**src/rtl/macro1_seq.sv**
```systemverilog
// macro1_seq: sequencer that drives the A/B/C inputs of a downstream macro1.
// Each accepted request runs the phases SETUP -> PULSE -> HOLD -> RELEASE.
// B/C are held stable around the A pulse, and Y is captured on the last
// PULSE cycle.
// Optional feature: define MACRO1_SEQ_YCHK_EN to enable a sticky Y-mismatch
// checker on err. When the macro is undefined, err is tied low.
module macro1_seq #(
   parameter int SETUP_CYC = 2,
   parameter int PULSE_CYC = 4,
   parameter int HOLD_CYC  = 2,
   parameter int CNT_W     = 4
) (
   input  logic clk,
   input  logic rst_n,
   input  logic start_valid,
   output logic start_ready,
   input  logic b_en,
   output logic a_o,
   output logic b_o,
   output logic c_o,
   input  logic y_i,
   output logic y_cap,
   output logic busy,
   output logic done,
   output logic err
);

   typedef enum logic [2:0] {
      IDLE    = 3'd0,
      SETUP   = 3'd1,
      PULSE   = 3'd2,
      HOLD    = 3'd3,
      RELEASE = 3'd4
   } state_t;

   // The counter is loaded with (length - 1) and counts down to zero.
   // Legal lengths (1 .. 2**CNT_W-1) therefore never wrap.
   localparam logic [CNT_W-1:0] SETUP_LD = CNT_W'(SETUP_CYC - 1);
   localparam logic [CNT_W-1:0] PULSE_LD = CNT_W'(PULSE_CYC - 1);
   localparam logic [CNT_W-1:0] HOLD_LD  = CNT_W'(HOLD_CYC - 1);

   state_t           state_q, state_d;
   logic [CNT_W-1:0] cnt_q, cnt_d;
   logic             a_q, a_d;
   logic             b_q, b_d;
   logic             c_q, c_d;
   logic             y_cap_q, y_cap_d;
   logic             done_q, done_d;

   // Next-state logic.
   // A changes only on the SETUP->PULSE and PULSE->HOLD transitions.
   // B and C change only on the IDLE->SETUP and HOLD->RELEASE transitions.
   // As a result, A never toggles in the same cycle as B or C.
   always_comb begin
      state_d = state_q;
      cnt_d   = cnt_q;
      a_d     = a_q;
      b_d     = b_q;
      c_d     = c_q;
      y_cap_d = y_cap_q;
      done_d  = 1'b0;
      case (state_q)
         IDLE: begin
            if (start_valid) begin
               state_d = SETUP;
               cnt_d   = SETUP_LD;
               c_d     = 1'b1;
               b_d     = b_en;
            end
         end
         SETUP: begin
            if (cnt_q == '0) begin
               state_d = PULSE;
               cnt_d   = PULSE_LD;
               a_d     = 1'b1;
            end else begin
               cnt_d = cnt_q - 1'b1;
            end
         end
         PULSE: begin
            if (cnt_q == '0) begin
               state_d = HOLD;
               cnt_d   = HOLD_LD;
               a_d     = 1'b0;
               y_cap_d = y_i;
            end else begin
               cnt_d = cnt_q - 1'b1;
            end
         end
         HOLD: begin
            if (cnt_q == '0) begin
               state_d = RELEASE;
               cnt_d   = '0;
               b_d     = 1'b0;
               c_d     = 1'b0;
               done_d  = 1'b1;
            end else begin
               cnt_d = cnt_q - 1'b1;
            end
         end
         RELEASE: begin
            state_d = IDLE;
         end
         default: begin
            state_d = IDLE;
            cnt_d   = '0;
            a_d     = 1'b0;
            b_d     = 1'b0;
            c_d     = 1'b0;
         end
      endcase
   end

   // State and output registers.
   // Reset aborts any sequence in flight immediately, without emitting done.
   always_ff @(posedge clk or negedge rst_n) begin
      if (!rst_n) begin
         state_q <= IDLE;
         cnt_q   <= '0;
         a_q     <= 1'b0;
         b_q     <= 1'b0;
         c_q     <= 1'b0;
         y_cap_q <= 1'b0;
         done_q  <= 1'b0;
      end else begin
         state_q <= state_d;
         cnt_q   <= cnt_d;
         a_q     <= a_d;
         b_q     <= b_d;
         c_q     <= c_d;
         y_cap_q <= y_cap_d;
         done_q  <= done_d;
      end
   end

`ifdef MACRO1_SEQ_YCHK_EN
   logic ben_q, ben_d;
   logic err_q, err_d;

   // Checker: latch b_en on accept.
   // Y is allowed one PULSE cycle to settle. On every later PULSE cycle,
   // flag a sticky error if Y differs from the latched b_en.
   always_comb begin
      ben_d = ben_q;
      err_d = err_q;
      if (state_q == IDLE && start_valid) begin
         ben_d = b_en;
      end
      if (state_q == PULSE && cnt_q != PULSE_LD && y_i != ben_q) begin
         err_d = 1'b1;
      end
   end

   // Checker registers.
   // The error flag is cleared only by reset.
   always_ff @(posedge clk or negedge rst_n) begin
      if (!rst_n) begin
         ben_q <= 1'b0;
         err_q <= 1'b0;
      end else begin
         ben_q <= ben_d;
         err_q <= err_d;
      end
   end

   assign err = err_q;
`else
   assign err = 1'b0;
`endif

   assign start_ready = (state_q == IDLE);
   assign busy        = (state_q != IDLE);
   assign a_o         = a_q;
   assign b_o         = b_q;
   assign c_o         = c_q;
   assign y_cap       = y_cap_q;
   assign done        = done_q;

endmodule

```
**config.mk**
```make
export PLATFORM = sky130hd
export DESIGN_NAME = macro1_seq
export DESIGN_NICKNAME = d
export VERILOG_FILES = /design/src/rtl/macro1_seq.sv
export SDC_FILE = /design/constraint.sdc
export NUM_CORES = 1
export LEC_CHECK = 0
export CAP_MARGIN = 40
export CORE_MARGIN = 5
export CORE_UTILIZATION = 48
export DETAILED_ROUTE_END_ITERATION = 8
export GPL_TIMING_DRIVEN = 0
export PLACE_DENSITY = 0.77
export SLEW_MARGIN = 20
export SYNTH_ARGS = -nofsm -noshare
export SYNTH_HDL_FRONTEND = slang
export SYNTH_SLANG_ARGS = --single-unit
```
**constraint.sdc**
```tcl
create_clock -name clk -period 1.9 [get_ports clk]
set_clock_uncertainty 0.1 [all_clocks]
set_input_delay 0.475 -clock clk [delete_from_list [all_inputs] [get_ports clk]]
set_output_delay 0.475 -clock clk [all_outputs]
set_load 0.005 [all_outputs]
```
==> metrics.md <==
| Metric | Value |
|---|---|
| Status | finished clean |
| Clock Root Buffer | clkbuf_4 |
| I/O Buffers | 11 |
| Chip height | 46.4 µm |
| Busiest layer in global routing | met2 |
| Post-synthesis cell count | 63 |
| Total routing resource utilization after global routing | 0.146 |
| Total power after layout | 1510 µW |
| Seq cells post-synth | 12 |
| Pwr dens | 1710 mW/mm² |
| Maximum clock path buffer count | 2 |
| Hold Path Class | reg2reg |
| Number of antenna repair diodes | 0 |
| Proportion of layout cells with a drive suffix above 1 | 0.314 |
| EDFF count, synth | 0 |
| Placer congestion estimate | 0.800 |
| Horiz. Die Dim | 46.4 µm |
| Startpoint types | flop |
| Met3 track demand over resource in global routing | 0.0234 |
| Highest Clock Rate | 535 MHz |
| CTS tree | built |
| Most used cells in the layout excluding fill and tap cells | 12 x dfrtp_1, 11 x buf_4, 9 x clkdlybuf4s50_1, 5 x nor2_1 |
| Pleak | 0.000398 µW |
| Total Neg Setup Slack | 0 ps |
| Crit path from | state_q[2] |
| Count of distinct cell types in the synthesized netlist | 31 |
| TritonCTS Sinks | 12 |
| First-pass GRT wire length | 2190 µm |
| Routing usage on met2 | 0.242 |
| DRC viols | 0 |
| Core area | 0.00127 mm² |
| Final setup viols | 0 |
| Setup slack, reg-to-reg | 30 ps |
| Ports | 13 |
| Combined area of all synthesized cells | 636 µm² |
| Hold slack final | 435 ps |
| Initial DRC count | 5 |
| Number of optimization iterations in the first detailed-route pass | 4 |
| Final hold violation count | 0 |
| Relative slew slack | 0.640 |
| Share of the clock period used by the worst path after layout | 0.984 |
| Count of hold buffers inserted by post-cts repair | 0 |
| Number of H-tree levels | 1 |
| Worst Tran Pin Value | 539 ps |
| Leading cell type in the layout, fill and taps excluded | dfrtp_1 |
| Via count of the first global-routing pass | 514 |
| Number of maximum-capacitance violations | 0 |
| Later-pin clock latency in the skew report | 270 ps |
| VDD IR max | 0.000961 V |
| Detailed-route vias per instance | 5.52 |
| Average instance area after synthesis | 10.1 µm² |
| Row cnt | 13 |
| Fraction of registers with async set or reset after synthesis | 1.00 |
| Total wirelength of the detailed-routed design | 1380 µm |
| Crit path arrival time | 1290 ps |
| Placed wire-length estimate after detailed placement | 862 µm |
| Maximum number of pins on one net before global-route repair | 13 |
| Initial Utilization | 0.501 |
| Clock transition at path regs | 70 ps |
| Antenna violations before repair | 0 |
| Reg-to-Reg Start | cnt_q[0] |
| Remaining antenna violation count | 0 |
| Layout area overhead | 39.4% |
| Endpoint class of the critical path | output pin |
| YS warnings | 0 |
| Minimum period implied by the final worst setup slack | 1870 ps |
| Most common flop cell mapped by yosys | dfrtp_1 |
| Source of the worst hold timing path | a_o |
| Critical Path RT | 1320 ps |
| Path type of the worst setup path | reg2out |
| Seq/Total Area, Yosys | 0.472 |
| Number of clock buffers inserted by TritonCTS | 3 |
| Maximum fanout encountered on the critical timing path | 10 |
| Post-layout net count | 93 |
| Remaining Overflow, GRT | 0 |
| GR Layer Usage met1 | 0.175 |
| DIE AREA | 0.00215 mm² |
| DR vias | 558 |
| Total count of max-transition violations in the final report | 0 |
| Syn Nets | 68 |
| Final routed wire length divided by cell count | 13.6 µm |
final cells by class:
| cell class | count | area (µm²) |
|---|---|---|
| buffer | 5 | 51.3 |
| fill | 95 | 383 |
| tap | 15 | 18.8 |
| inverter | 2 | 7.51 |
| clock buffer | 3 | 22.5 |
| sequential | 12 | 300 |
| multi-input combinational | 43 | 304 |
| timing repair buffer | 21 | 181 |
through the flow:
step	worst slack [ps]	instance area [µm²]	std cells	util
4_1_cts	-0.489	856	97	0.675
3_3_place_gp	-242	764	89	0.603
6_report	30.3	886	101	0.698
3_5_place_dp	-248	764	89	0.603
2_1_floorplan	204	636	63	-
5_1_grt	-15.8	886	101	0.698
power breakdown:
group          internal, µW  switching, µW
logic                   543            385
registers               353           77.7
clock network          73.4           80.9
final timing paths:
check                              end  depth (start not counted)
hold reg to reg                    a_o                          1
hold / removal                     a_o                          1
setup / recovery           start_ready                          4
max in group asynchronous     cnt_q[3]                          1
setup reg to reg                 y_cap                          5
min in group asynchronous          c_o                          1
sequential cells by signal (all words and copies together), names as in the netlist:
name     flops
state_q      3
a_o          1
cnt_q        4
b_o          1
c_o          1
y_cap        1
done         1
cells in the mapped netlist, drive strengths merged (2+ instances only):
library cell / n / area (µm²)
o21a: 2 / 15.0
o21ai: 3 / 15.0
a22o: 2 / 18.8
nand2: 2 / 10.0
nor4: 2 / 27.5
clkbuf: 4 / 15.0
nor2: 5 / 18.8
nor3: 3 / 15.0
nor3b: 4 / 30.0
or3: 2 / 12.5
inv: 2 / 7.51
buf: 2 / 18.8
a21oi: 4 / 20.0
dfrtp: 12 / 300
nor2b: 2 / 12.5
repair_timing:
action / in CTS / in global routing
endpoints found under the setup margin: 2 / 3
buffers inserted: 5 / 5
pin swaps: 1 / 2
gates resized for setup: 20 / 2
gates cloned: 0 / 0
critical path, cell delays in order, from the launching register on:
cell and delay, ps:
dfrtp_1 400, buf_8 150, or3_4 330, inv_2 60, buf_6 80
cells by family after synthesis:
family | count (synthesis) | synth area share
mux | 1 | 0.0236
buf+inv | 8 | 0.0650
compound gates | 18 | 0.201
simple gates | 22 | 0.219
flops | 12 | 0.472
xor+xnor | 1 | 0.0138
other cells | 1 | 0.00590
layer usage:
metal,up-vias,wire length [µm],share of wire
li1,272,-,-
met1,269,638,0.46
met2,12,652,0.47
met3,5,51,0.037
met4,0,34,0.025
met5,-,0,0
(Power assumes the default switching activity.)
==> variant, RTL diff (same settings) <==
The parameter `CNT_W` goes from 4 to 3.
--- a/src/rtl/macro1_seq.sv
+++ b/src/rtl/macro1_seq.sv
@@ -10,3 +10,3 @@
    parameter int HOLD_CYC  = 2,
-   parameter int CNT_W     = 4
+   parameter int CNT_W     = 3
 ) (
Function: same outputs for any inputs over 10 cycles, from zero or initial values and one cycle with rst_n low; that may be too few to reach the edited logic, so the function may still have changed.
==> variant against the unedited design <==
- synthesized area shrank 2.2%
- worst setup slack lost 0.014 ns
- power shrank 2.6%
- worst hold slack lost 0.019 ns
- non-clock buffer count shrank 3
- sequential cell count shrank 1
- design area shrank 0.56%
- wire length grew 10%
- largest cell class unchanged
==> variant: results (changes against the unedited design) <==
| Metric | Value |
|---|---|
| Placed cell area | `751 um^2 (-1.8%)` |
| DR WL met2 | `739 um (+13%)` |
| Top delay family on crit path | `buffers and inverters` |
| Clock-cell share | `2.98% (+0.44 points)` |
| Inverters | `5 (+3)` |
| Mapped Avg Cell Area | `9.87 um^2 (-2.2%)` |
| Adder-Cell Fraction of Synth Area | `4.02% (+4.0 points)` |
| Largest registers | `cnt_q x3, state_q x3` |
| Routed vias | `553 (-0.90%)` |
| Pre-CTS setup slack | `-0.157 ns (+0.0912 ns)` |
| Data buffer area share | `22.9% (-3.4 points)` |
| Multi-input gate area | `338 um^2 (+11%)` |
| Seq_cells | `11 (-1)` |
| CLK BUF | `4 (+1)` |
| Data arrival time of the critical path | `1.31 ns (+0.02 ns)` |
| Mux cell area share after synthesis | `5.03% (+2.7 points)` |
| Global-route wire length before repair | `2330 um (+6.3%)` |
| Fin nets | `94 (+1.1%)` |
| Status | `finished, final reports clean` |
| CP Max Fanout | `4 (-6)` |
| Cell variety after synth | `32 (+3.2%)` |
| Fillers | `103 (+8.4%)` |
| Compound-Gate Fraction of Synth Area | `14.7% (-5.4 points)` |
| WL met1 | `661 um (+3.6%)` |
| Initial DRC Count | `14 (+9)` |
| Design area | `881 um^2 (-0.56%)` |
| Largest net degree at the start of global routing | `12 (-1)` |
| Routed wire length | `1520 um (+10%)` |
| Top post-synthesis cells by area | `dfrtp_1 44%, ha_1 4.0%, mux2i_1 3.2%` |
| Met3 WL | `79 um (+55%)` |
| Proportion of layout cells with a drive suffix above 1 | `32.6% (+1.2 points)` |
| Sequential portion of the cell area | `31.5% (-2.4 points)` |
| Global Route Usage Sum | `16.2% (+1.7 points)` |
| XOR/XNOR share of the synthesized area | `1.41% (+0.030 points)` |
| Vias in the first global route | `499 (-2.9%)` |
| Global routing usage on met2 | `23.6% (-0.55 points)` |
| IR drop worst, VDD | `0.945 mV (-1.7%)` |
## variant: path summary, 6_finish.rpt
path | start | to | slack (ns) | cells after the start
hold reg to reg | y_cap$_DFFE_PN0P_ | y_cap$_DFFE_PN0P_ | 0.42 | 1
hold / removal | rst_n | y_cap$_DFFE_PN0P_ | 0.42 | 1
max in group asynchronous | rst_n | state_q[0]$_DFFE_PN0P_ | 0.92 | 1
setup / recovery | state_q[2]$_DFFE_PN0P_ | busy | 0.02 | 4
setup reg to reg | cnt_q[1]$_DFFE_PN0P_ | y_cap$_DFFE_PN0P_ | 0.14 | 6
min in group clk | y_cap$_DFFE_PN0P_ | y_cap$_DFFE_PN0P_ | 0.42 | 1
## variant: timing repair
item,4_1_cts,5_1_grt
buffers inserted,4,6
pin swaps,2,0
resized for setup,10,4
setup endpoints to repair,3,2
## variant: power breakdown
group	switching [mW]	total [mW]	internal, mW
Combinational	0.379	0.864	0.485
Clock	0.0908	0.172	0.0816
Sequential	0.102	0.438	0.336
